--- src/rtl/calc_exec_unit.sv ---
// Calculator datapath: operand capture, one-cycle add/sub/xor and multi-cycle shift-add multiply.
// Define CALC_DIV_EN to add the MS=101 restoring divider. Otherwise MS=101 is reported as an invalid op.
module calc_exec_unit #(
  parameter int DATA_W = 8
) (
  input  logic                  CLK,
  input  logic                  clear_n,
  input  logic                  WE,
  input  logic                  W1,
  input  logic [DATA_W-1:0]     Din,
  input  logic [2:0]            MS,
  input  logic                  start,
  output logic [2*DATA_W-1:0]   result,
  output logic                  result_valid,
  output logic                  busy,
  output logic                  err,
  output logic                  neg,
  output logic                  zero
);

  localparam int RW = 2 * DATA_W;
  localparam int CW = $clog2(DATA_W + 1);
  localparam int IW = $clog2(DATA_W);

  localparam logic [2:0] OP_ADD = 3'b001;
  localparam logic [2:0] OP_SUB = 3'b010;
  localparam logic [2:0] OP_MUL = 3'b011;
  localparam logic [2:0] OP_XOR = 3'b100;
`ifdef CALC_DIV_EN
  localparam logic [2:0] OP_DIV = 3'b101;
  typedef enum logic [2:0] {IDLE, EXEC, MUL, DONE, DIV} state_t;
`else
  typedef enum logic [1:0] {IDLE, EXEC, MUL, DONE} state_t;
`endif

  state_t            state_q, state_d;
  logic [DATA_W-1:0] a_q, a_d, b_q, b_d;
  logic [2:0]        op_q, op_d;
  logic [CW-1:0]     cnt_q, cnt_d;
  logic [RW-1:0]     acc_q, acc_d;
  logic [RW-1:0]     res_q, res_d;
  logic              err_q, err_d, neg_q, neg_d, zero_q, zero_d;
  logic              start_d_q, arm_q, arm_d;
`ifdef CALC_DIV_EN
  logic [DATA_W-1:0] rem_q, rem_d, quo_q, quo_d;
  logic [DATA_W:0]   rem_sh, rem_sub;
  logic              div_ge;
`endif

  logic                     req;
  logic [RW-1:0]            res_n;
  logic [RW-1:0]            add_w, xor_w, sub_w, mul_term;
  logic signed [DATA_W:0]   diff_w;

  // arm_q blocks a start level that was already high when reset released
  assign req      = start & ~start_d_q & arm_q;
  assign add_w    = {{DATA_W{1'b0}}, a_q} + {{DATA_W{1'b0}}, b_q};
  assign xor_w    = {{DATA_W{1'b0}}, a_q ^ b_q};
  assign diff_w   = $signed({1'b0, a_q}) - $signed({1'b0, b_q});
  assign sub_w    = {{(DATA_W-1){diff_w[DATA_W]}}, diff_w};
  assign mul_term = b_q[cnt_q[IW-1:0]] ? ({{DATA_W{1'b0}}, a_q} << cnt_q) : '0;
`ifdef CALC_DIV_EN
  assign rem_sh  = {rem_q, quo_q[DATA_W-1]};
  assign rem_sub = rem_sh - {1'b0, b_q};
  assign div_ge  = (rem_sh >= {1'b0, b_q});
`endif

  always_comb begin
    state_d = state_q;
    a_d     = a_q;
    b_d     = b_q;
    op_d    = op_q;
    cnt_d   = cnt_q;
    acc_d   = acc_q;
    res_d   = res_q;
    err_d   = err_q;
    neg_d   = neg_q;
    zero_d  = zero_q;
    arm_d   = arm_q | ~start;
    res_n   = '0;
`ifdef CALC_DIV_EN
    rem_d   = rem_q;
    quo_d   = quo_q;
`endif
    case (state_q)
      IDLE: begin
        if (WE) begin
          if (W1) b_d = Din;
          else    a_d = Din;
        end
        if (req) begin
          op_d  = MS;
          cnt_d = '0;
          acc_d = '0;
`ifdef CALC_DIV_EN
          rem_d = '0;
          quo_d = a_d;
          if (MS == OP_DIV) state_d = DIV;
          else
`endif
          if (MS == OP_MUL) state_d = MUL;
          else              state_d = EXEC;
        end
      end
      EXEC: begin
        err_d = 1'b0;
        neg_d = 1'b0;
        case (op_q)
          OP_ADD: res_n = add_w;
          OP_SUB: begin
            res_n = sub_w;
            neg_d = sub_w[RW-1];
          end
          OP_XOR: res_n = xor_w;
          default: begin
            res_n = '0;
            err_d = 1'b1;
          end
        endcase
        res_d   = res_n;
        zero_d  = (res_n == '0);
        state_d = DONE;
      end
      // One multiplier bit per cycle; the extra cycle at cnt==DATA_W commits the product
      MUL: begin
        if (cnt_q == CW'(DATA_W)) begin
          res_d   = acc_q;
          zero_d  = (acc_q == '0);
          err_d   = 1'b0;
          neg_d   = 1'b0;
          state_d = DONE;
        end else begin
          acc_d = acc_q + mul_term;
          cnt_d = cnt_q + CW'(1);
        end
      end
`ifdef CALC_DIV_EN
      DIV: begin
        neg_d = 1'b0;
        if (b_q == '0) begin
          res_d   = '1;
          zero_d  = 1'b0;
          err_d   = 1'b1;
          state_d = DONE;
        end else if (cnt_q == CW'(DATA_W)) begin
          res_d   = {rem_q, quo_q};
          zero_d  = ({rem_q, quo_q} == '0);
          err_d   = 1'b0;
          state_d = DONE;
        end else begin
          rem_d = div_ge ? rem_sub[DATA_W-1:0] : rem_sh[DATA_W-1:0];
          quo_d = {quo_q[DATA_W-2:0], div_ge};
          cnt_d = cnt_q + CW'(1);
        end
      end
`endif
      DONE: begin
        if (!start) begin
          err_d   = 1'b0;
          state_d = IDLE;
        end
      end
      default: state_d = IDLE;
    endcase
  end

  always_ff @(posedge CLK or negedge clear_n) begin
    if (!clear_n) begin
      state_q   <= IDLE;
      a_q       <= '0;
      b_q       <= '0;
      op_q      <= '0;
      cnt_q     <= '0;
      acc_q     <= '0;
      res_q     <= '0;
      err_q     <= 1'b0;
      neg_q     <= 1'b0;
      zero_q    <= 1'b0;
      start_d_q <= 1'b0;
      arm_q     <= 1'b0;
`ifdef CALC_DIV_EN
      rem_q     <= '0;
      quo_q     <= '0;
`endif
    end else begin
      state_q   <= state_d;
      a_q       <= a_d;
      b_q       <= b_d;
      op_q      <= op_d;
      cnt_q     <= cnt_d;
      acc_q     <= acc_d;
      res_q     <= res_d;
      err_q     <= err_d;
      neg_q     <= neg_d;
      zero_q    <= zero_d;
      start_d_q <= start;
      arm_q     <= arm_d;
`ifdef CALC_DIV_EN
      rem_q     <= rem_d;
      quo_q     <= quo_d;
`endif
    end
  end

  assign result       = res_q;
  assign result_valid = (state_q == DONE);
  assign busy         = (state_q != IDLE) && (state_q != DONE);
  assign err          = err_q;
  assign neg          = neg_q;
  assign zero         = zero_q;

endmodule

--- config.mk ---
export PLATFORM = sky130hd
export DESIGN_NAME = calc_exec_unit
export DESIGN_NICKNAME = d
export VERILOG_FILES = /design/src/rtl/calc_exec_unit.sv
export SDC_FILE = /design/constraint.sdc
export NUM_CORES = 1
export LEC_CHECK = 0
export ABC_CLOCK_PERIOD_IN_PS = 3500
export CORE_MARGIN = 1.5
export CORE_UTILIZATION = 30
export DETAILED_ROUTE_END_ITERATION = 6
export GPL_ROUTABILITY_DRIVEN = 1
export MAX_ROUTING_LAYER = met4
export SLEW_MARGIN = 15
export SYNTH_ARGS = -nofsm -noshare
export SYNTH_HDL_FRONTEND = slang
export SYNTH_SLANG_ARGS = --single-unit
--- constraint.sdc ---
create_clock -name CLK -period 3.5 [get_ports CLK]
set_clock_uncertainty 0.1 [all_clocks]
set_input_delay 0.7 -clock CLK [delete_from_list [all_inputs] [get_ports CLK]]
set_output_delay 0.7 -clock CLK [all_outputs]
set_load 0.01 [all_outputs]
==> results by group <==
Die
  • IO Pins: 37
  • Die Ht: approximately 130 um
  • Initial Util: between 30% and 40%
  • Row cnt: 45
  • Die Width: roughly 130 um
  • Core Region: around 15000 sq um
  • Die Area: roughly 16000 sq um

Critical path
  • RR Startpoint: cnt_q[0]
  • Worst path cell trace: mux2i_1 > mux4_2 > or2_4 > nor2_2 > ha_1 > a21oi_1 > o22ai_1 > nor2_1 > a21oi_2 > or3b_1 > a21oi_2 > xor2_1 > o21ai_1
  • Critical Path Max Stage Delay: ~0.54 ns
  • Critical path class: flip-flop to flip-flop
  • Cell mode on critical path: a21oi_2
  • Crit path max fanout: 6
  • CP Data Arrival Time: approximately 3.5 ns
  • CP max-delay cell: mux4_2
  • Buf/Inv on CP: 0
  • Reg2reg end: acc_q[12]
  • Critical path data required time: roughly 3.6 ns
  • CP Capture Type: flip-flop
  • Critical Path Source Type: flip-flop
  • Setup slack, reg-to-reg: about 0.12 ns
  • CP top delay family: simple AND/OR/NAND/NOR gates
  • Reg2Reg Depth: 13

Place
  • Routability-driven placement congestion ratio: roughly 0.9
  • Placed Area: about 5300 sq um
  • Cells after DPL: ~740
  • Number of port buffers: 36
  • DP Wirelength: 9360 um

Logic synthesis
  • Async set-reset flop share out of synthesis: 100%
  • Seq cells post-synth: 62
  • Top_reg_cell synth: dfrtp_1
  • Unique cell type count in the Yosys netlist: 57
  • Ys Warns: 0
  • Syn Area/Cell: 8.86 sq um
  • Register area share after synthesis: about 33%
  • Post-synth EDFFs: 0
  • Post-synthesis instance area: around 4600 sq um
  • Net count after synthesis: 580
  • Synth Instances: around 520

CTS
  • Clock slew at reported path FFs: approximately 0.060 ns
  • CTS tree: done
  • Clk Latency, worst-skew pair: ~0.33 ns
  • Num CTS Buffers: 9
  • CTS max path bufs: 2
  • H-tree levels: 3
  • Clock sinks: 62
  • Clock root cell: clkbuf_16
  • Count of hold-fix buffers inserted at cts: 0

Pwr
  • Pleak: about 0.0025 uW
  • PwrDens: about 1100 nW/um^2
  • Largest vdd supply drop: about 0.33 mV

Route
  • Antenna Violating Nets Remaining: 0
  • Post-DR wirelength/cell: around 16 um
  • DR vias: approximately 4000
  • Number of detailed-route iterations in the first pass: 5
  • Initial DRC Count: 280
  • Vias per cell: 5.28
  • WL final: 12400 um
  • DRC: 0

Global routing
  • Largest net degree at the start of global routing: 43
  • Grt ovf: 0
  • First-pass GRT wire length: between 20000 and 25000 um
  • Total global-route track usage: between 10% and 20%
  • Vias in the first global route: approximately 4000
  • Initial antenna violation count: 0

Timing
  • Relative slew slack: ~36%
  • Unrepaired setup endpoints after global routing: yes
  • Fin. Hold Viols: 0
  • Worst Tran Pin Value: around 0.95 ns
  • Fin crit share: around 96%
  • Final setup vio count: 0
  • Max Freq: 296 MHz
  • Slew Viols, Final: 0
  • Final Critical Period: ~3.4 ns

Layout
  • Finished Cell Area: approximately 5800 sq um
  • Area growth syn-to-layout: 24.5%
  • ANT cells: 0
  • Most frequent cells in the layout: 61 x dfrtp_1, 60 x nand2_1, 35 x clkdlybuf4s50_1, 34 x ha_1, 32 x nor2_1
  • Share of cells above drive strength 1: about 17%
  • Nets: between 600 and 700
  • Most common cell after layout, fill and taps aside: dfrtp_1
  • Post-route insts no fill: between 700 and 800

Worst hold path
  • Min-Delay Endpoint: neg
  • Hold_sp: neg
  • Min-Delay Path Class: flip-flop to flip-flop
  • Hold path cells: 2

Flow run
  • Max Cap Viol: 0

Status
  • Status: finished, final reports clean
## per-layer routing
| metal | global-route usage (%) | up-vias | wire [um] |
|---|---|---|---|
| met4 | 7.75 | 0 | 399 |
| met3 | 2.60 | 33 | 409 |
| met2 | 25.1 | 122 | 5540 |
| met5 | - | - | 0 |
| met1 | 20.8 | 1890 | 6070 |
| li1 | - | 2002 | - |
## worst register-to-register path, delay by kind of cell, from the launching register on
| family | cells | cell delay, ns |
|---|---|---|
| xor gates and xnor gates | 1 | 0.16 |
| and+or+nand+nor | 4 | 0.92 |
| DFF | 1 | 0.49 |
| AOI/OAI and AO/OA | 5 | 0.59 |
| muxes | 2 | 0.70 |
| adders and majority gates | 1 | 0.30 |
## power breakdown
group | internal [uW] | total [uW] | switching (uW)
clock | 564 | 881 | 317
sequential | 998 | 1360 | 363
combinational | 1730 | 3950 | 2220
## registers in the layout, indices dropped and copies added (netlist names)
signal,count
acc_q,16
result,16
a_q,8
b_q,8
cnt_q,4
op_q,3
state_q,2
arm_q,1
err,1
neg,1
start_d_q,1
zero,1
## what timing repair did
action / 4_1_cts / 5_1_grt
gates cloned: 0 / 1
resized for setup: 7 / 26
pin swaps: 3 / 10
buffers inserted: 0 / 7
setup endpoints to repair: 1 / 5
## Yosys cell counts, types with 2 or more instances
cell type | count | area [sq um]
dfrtp_1 | 62 | 1550
nand2_1 | 60 | 225
ha_1 | 37 | 463
a21oi_1 | 36 | 180
nor2_1 | 34 | 128
o21ai_0 | 32 | 160
inv_1 | 28 | 105
clkbuf_1 | 21 | 78.8
mux2_2 | 20 | 225
mux2i_1 | 19 | 190
nand3_1 | 15 | 75.1
nor3_1 | 15 | 75.1
nor2b_1 | 12 | 75.1
nand2b_1 | 10 | 62.6
o21bai_1 | 8 | 60.1
xor2_1 | 8 | 70.1
a31oi_1 | 7 | 43.8
nand4_1 | 7 | 43.8
nand3b_1 | 6 | 45.0
o22ai_1 | 6 | 37.5
o31ai_1 | 6 | 45.0
xnor2_1 | 6 | 52.6
o21ai_1 | 5 | 25.0
a221oi_1 | 4 | 35.0
mux4_2 | 4 | 90.1
nor4_1 | 4 | 25.0
o211ai_1 | 4 | 30.0
o221a_2 | 4 | 45.0
a21o_1 | 3 | 22.5
a22o_1 | 3 | 26.3
fa_1 | 3 | 60.1
and2_1 | 2 | 12.5
and3_1 | 2 | 12.5
buf_1 | 2 | 7.51
nand4b_1 | 2 | 17.5
o2111ai_1 | 2 | 17.5
o2bb2ai_1 | 2 | 17.5
o32a_1 | 2 | 20.0
o32ai_1 | 2 | 17.5
or3b_1 | 2 | 17.5
## metrics by stage
stage / hold slack [ns] / total power (uW) / util, % / setup TNS (ns) / worst slack, ns
finish: 0.374 / 6190 / 38.2 / 0 / 0.123
detailed placement: 0.369 / 5010 / 34.9 / -0.150 / -0.150
global placement: 0.365 / 4940 / 34.9 / 0 / 0.0380
floorplan: 0.304 / 3910 / - / 0 / 0.0999
CTS: 0.381 / 5930 / 36.9 / 0 / 0.0106
global route: 0.401 / 6700 / 38.2 / -0.179 / -0.0860
## how the worst max path moves through the flow
| stage | from | to | slack [ns] | cells after the start |
|---|---|---|---|---|
| 4_1_cts | cnt_q[0] | acc_q[15] | 0.01 | 13 |
| 5_1_grt | cnt_q[0] | acc_q[12] | -0.09 | 18 |
| 3_5_place_dp | cnt_q[0] | acc_q[15] | -0.15 | 13 |
| 3_3_place_gp | cnt_q[0] | acc_q[15] | 0.04 | 13 |
| 6_report | cnt_q[0] | acc_q[12] | 0.12 | 13 |
| 2_1_floorplan | cnt_q[1] | acc_q[15] | 0.1 | 13 |
## final cells by class
cell class | count | area (sq um)
sequential | 62 | 1550
fill | 1458 | 9370
inverter | 28 | 109
clock inverter | 4 | 47.5
timing repair buffer | 63 | 601
clock buffer | 11 | 243
tap | 188 | 235
multi-input combinational | 410 | 2990
## cell families after synthesis
| group | count (synthesis) | synth area share (%) |
|---|---|---|
| compound gates | 135 | 18.7 |
| mux | 43 | 10.9 |
| buf+inv | 52 | 4.37 |
| simple gates | 178 | 18.7 |
| flops | 62 | 33.4 |
| xor+xnor | 14 | 2.64 |
| fa+ha+maj | 40 | 11.3 |
Note: power is estimated with default switching activity, not from simulation.
==> edit, RTL diff (config.mk and constraints unchanged) <==
Register the inputs `WE`, `W1`, `Din` and `start` before use. The logic sees them one clock later. The other inputs are not delayed to match.
--- a/src/rtl/calc_exec_unit.sv
+++ b/src/rtl/calc_exec_unit.sv
@@ -26,6 +26,18 @@
   localparam logic [2:0] OP_SUB = 3'b010;
   localparam logic [2:0] OP_MUL = 3'b011;
   localparam logic [2:0] OP_XOR = 3'b100;
+
+  logic WE_q;
+  logic W1_q;
+  logic [DATA_W-1:0] Din_q;
+  logic start_q;
+
+  always_ff @(posedge CLK) begin
+    WE_q    <= WE;
+    W1_q    <= W1;
+    Din_q   <= Din;
+    start_q <= start;
+  end
 `ifdef CALC_DIV_EN
   localparam logic [2:0] OP_DIV = 3'b101;
   typedef enum logic [2:0] {IDLE, EXEC, MUL, DONE, DIV} state_t;
@@ -53,7 +65,7 @@
   logic signed [DATA_W:0]   diff_w;
 
   // arm_q blocks a start level that was already high when reset released
-  assign req      = start & ~start_d_q & arm_q;
+  assign req      = start_q & ~start_d_q & arm_q;
   assign add_w    = {{DATA_W{1'b0}}, a_q} + {{DATA_W{1'b0}}, b_q};
   assign xor_w    = {{DATA_W{1'b0}}, a_q ^ b_q};
   assign diff_w   = $signed({1'b0, a_q}) - $signed({1'b0, b_q});
@@ -76,7 +88,7 @@
     err_d   = err_q;
     neg_d   = neg_q;
     zero_d  = zero_q;
-    arm_d   = arm_q | ~start;
+    arm_d   = arm_q | ~start_q;
     res_n   = '0;
 `ifdef CALC_DIV_EN
     rem_d   = rem_q;
@@ -84,9 +96,9 @@
 `endif
     case (state_q)
       IDLE: begin
-        if (WE) begin
-          if (W1) b_d = Din;
-          else    a_d = Din;
+        if (WE_q) begin
+          if (W1_q) b_d = Din_q;
+          else    a_d = Din_q;
         end
         if (req) begin
           op_d  = MS;
@@ -155,7 +167,7 @@
       end
 `endif
       DONE: begin
-        if (!start) begin
+        if (!start_q) begin
           err_d   = 1'b0;
           state_d = IDLE;
         end
@@ -193,7 +205,7 @@
       err_q     <= err_d;
       neg_q     <= neg_d;
       zero_q    <= zero_d;
-      start_d_q <= start;
+      start_d_q <= start_q;
       arm_q     <= arm_d;
 `ifdef CALC_DIV_EN
       rem_q     <= rem_d;
Formal check against the unedited RTL: not equivalent (a bounded check fails within 4 cycles, from zero or initial values).
==> edit against the unedited design <==
Final area increased by 4.5%. Wire length up 6.0%. Setup slack got worse by 0.041 ns. Sequential cell count increased by 11. Power decreased by 3.0%. Via count grew 6.2%. Area after synthesis is 8.1% higher.
==> edit: results (changes against the unedited design) <==
| Metric | Value |
|---|---|
| Status | `finished, final reports clean (unchanged)` |
| Syn_area_per_cell | `9.03 um^2 (was 8.86 um^2)` |
| Synth cell types | `64 (was 57)` |
| Max incr delay on CP | `0.52 ns (was 0.54 ns)` |
| Global Route Usage Sum | `16.0% (was 16.2%)` |
| Worst Setup Start Kind | `register (unchanged)` |
| Psw | `0.00277 W (was 0.00290 W)` |
| Synth Area in Adders | `10.4% (was 11.3%)` |
| Worst hold stages | `0 (was 2)` |
| Nets@finish | `659 (was 630)` |
| Crit Path Max Fanout | `6 (unchanged)` |
| Asr flop ratio synth | `84.9% (was 100%)` |
| Placed cell count | `810 (was 743)` |
| First-pass GRT wire length | `21.7 mm (was 20.3 mm)` |
| Routability Congestion | `0.944 (was 0.889)` |
| Number of global-route vias before repair | `4222 (was 4018)` |
| Initial antenna violation count | `0 (unchanged)` |
| Via density | `5.19 (was 5.28)` |
| R2R setup slack | `0.08 ns (was 0.12 ns)` |
| Peak supply drop | `424 uV (was 332 uV)` |
| Worst Hold End | `start_d_q$_DFF_PN0_ (was neg$_DFFE_PN0P_)` |
| Post-synthesis xor/xnor area fraction | `2.62% (was 2.64%)` |
| Non-filler cells, final | `828 (was 766)` |
| Worst slew margin | `35.5% (was 36.3%)` |
| R2R Path End | `acc_q[15]$_DFFE_PN0P_ (was acc_q[12]$_DFFE_PN0P_)` |
| First-pass DRT Iterations | `5 (unchanged)` |
| Placed Area | `5730 um^2 (was 5280 um^2)` |
| Clock Power | `0.000844 W (was 0.000881 W)` |
| Combinational power | `0.00372 W (was 0.00395 W)` |
| WP data arrival | `3.59 ns (was 3.48 ns)` |
| Initial DRC count | `344 (was 280)` |
| Post-synthesis mux area share | `11.3% (was 10.9%)` |
| Hpwl dp | `10.2 mm (was 9.36 mm)` |
| Post-synthesis compound-gate area fraction | `19.0% (was 18.7%)` |
| Layout cells sized above 1 | `13.7% (was 17.3%)` |
| Sequential-to-total area share from yosys stat | `35.3% (was 33.4%)` |
| Static Leak | `2.63 nW (was 2.52 nW)` |
| Synth top cells by count | `dfrtp_1 (62), nand2_1 (54), o21ai_0 (45), nor2_1 (44), a21oi_1 (39) (was dfrtp_1 (62), nand2_1 (60), ha_1 (37), a21oi_1 (36), nor2_1 (34))` |
| Post-Syn Nets | `612 (was 580)` |
## edit: area by class of cell
| cell class | count | area [um^2] |
|---|---|---|
| Timing Repair Buffer | 64 | 573 |
| Clock buffer | 13 | 250 |
| Inverter | 25 | 93.8 |
| Fill cell | 1640 | 10400 |
| Sequential cell | 73 | 1770 |
| Clock inverter | 3 | 17.5 |
| Multi-Input combinational cell | 430 | 3050 |
| Tap cell | 220 | 275 |
## edit: cell families after synthesis
logic type / count (synthesis)
xor gates and xnor gates: 15
AOI/OAI and AO/OA: 151
and+or+nand+nor: 178
muxes: 46
buffers and inverters: 53
adders and majority gates: 40
DFF: 73
## edit: metrics by stage
stage / setup slack (ns) / hold WS [ns] / power (W) / utilization, % / setup TNS, ns
floorplan: 0.0165 / 0.270 / 0.00393 / - / 0
global placement: 0.0544 / 0.291 / 0.00500 / 34.8 / 0
detailed placement: -0.0294 / 0.297 / 0.00508 / 34.8 / -0.0294
CTS: 0.0281 / 0.311 / 0.00596 / 36.4 / 0
global route: -0.0909 / 0.325 / 0.00648 / 36.7 / -0.0909
finish: 0.0823 / 0.310 / 0.00600 / 36.7 / 0
## edit: layer usage
metal	vias up	track usage [%]	wire (um)
met5	-	-	0
met4	0	6.35	319
met3	23	3.23	573
met2	121	24.5	6000
met1	2053	20.8	6270
li1	2100	-	-
## edit: critical path, delay by kind of cell (launching register included)
family / cells / cell delay (ns)
buffers and inverters: 1 / 0.15
AO/OA/AOI/OAI: 3 / 0.72
adder cells (fa/ha/maj): 1 / 0.34
multiplexers: 2 / 0.70
flip-flops: 1 / 0.43
AND/OR/NAND/NOR: 6 / 0.93
## edit: what timing repair did
action | CTS | global route
pin swaps | 0 | 1
resized for setup | 1 | 8
setup buffers | 0 | 2
setup endpoints to repair | 1 | 5
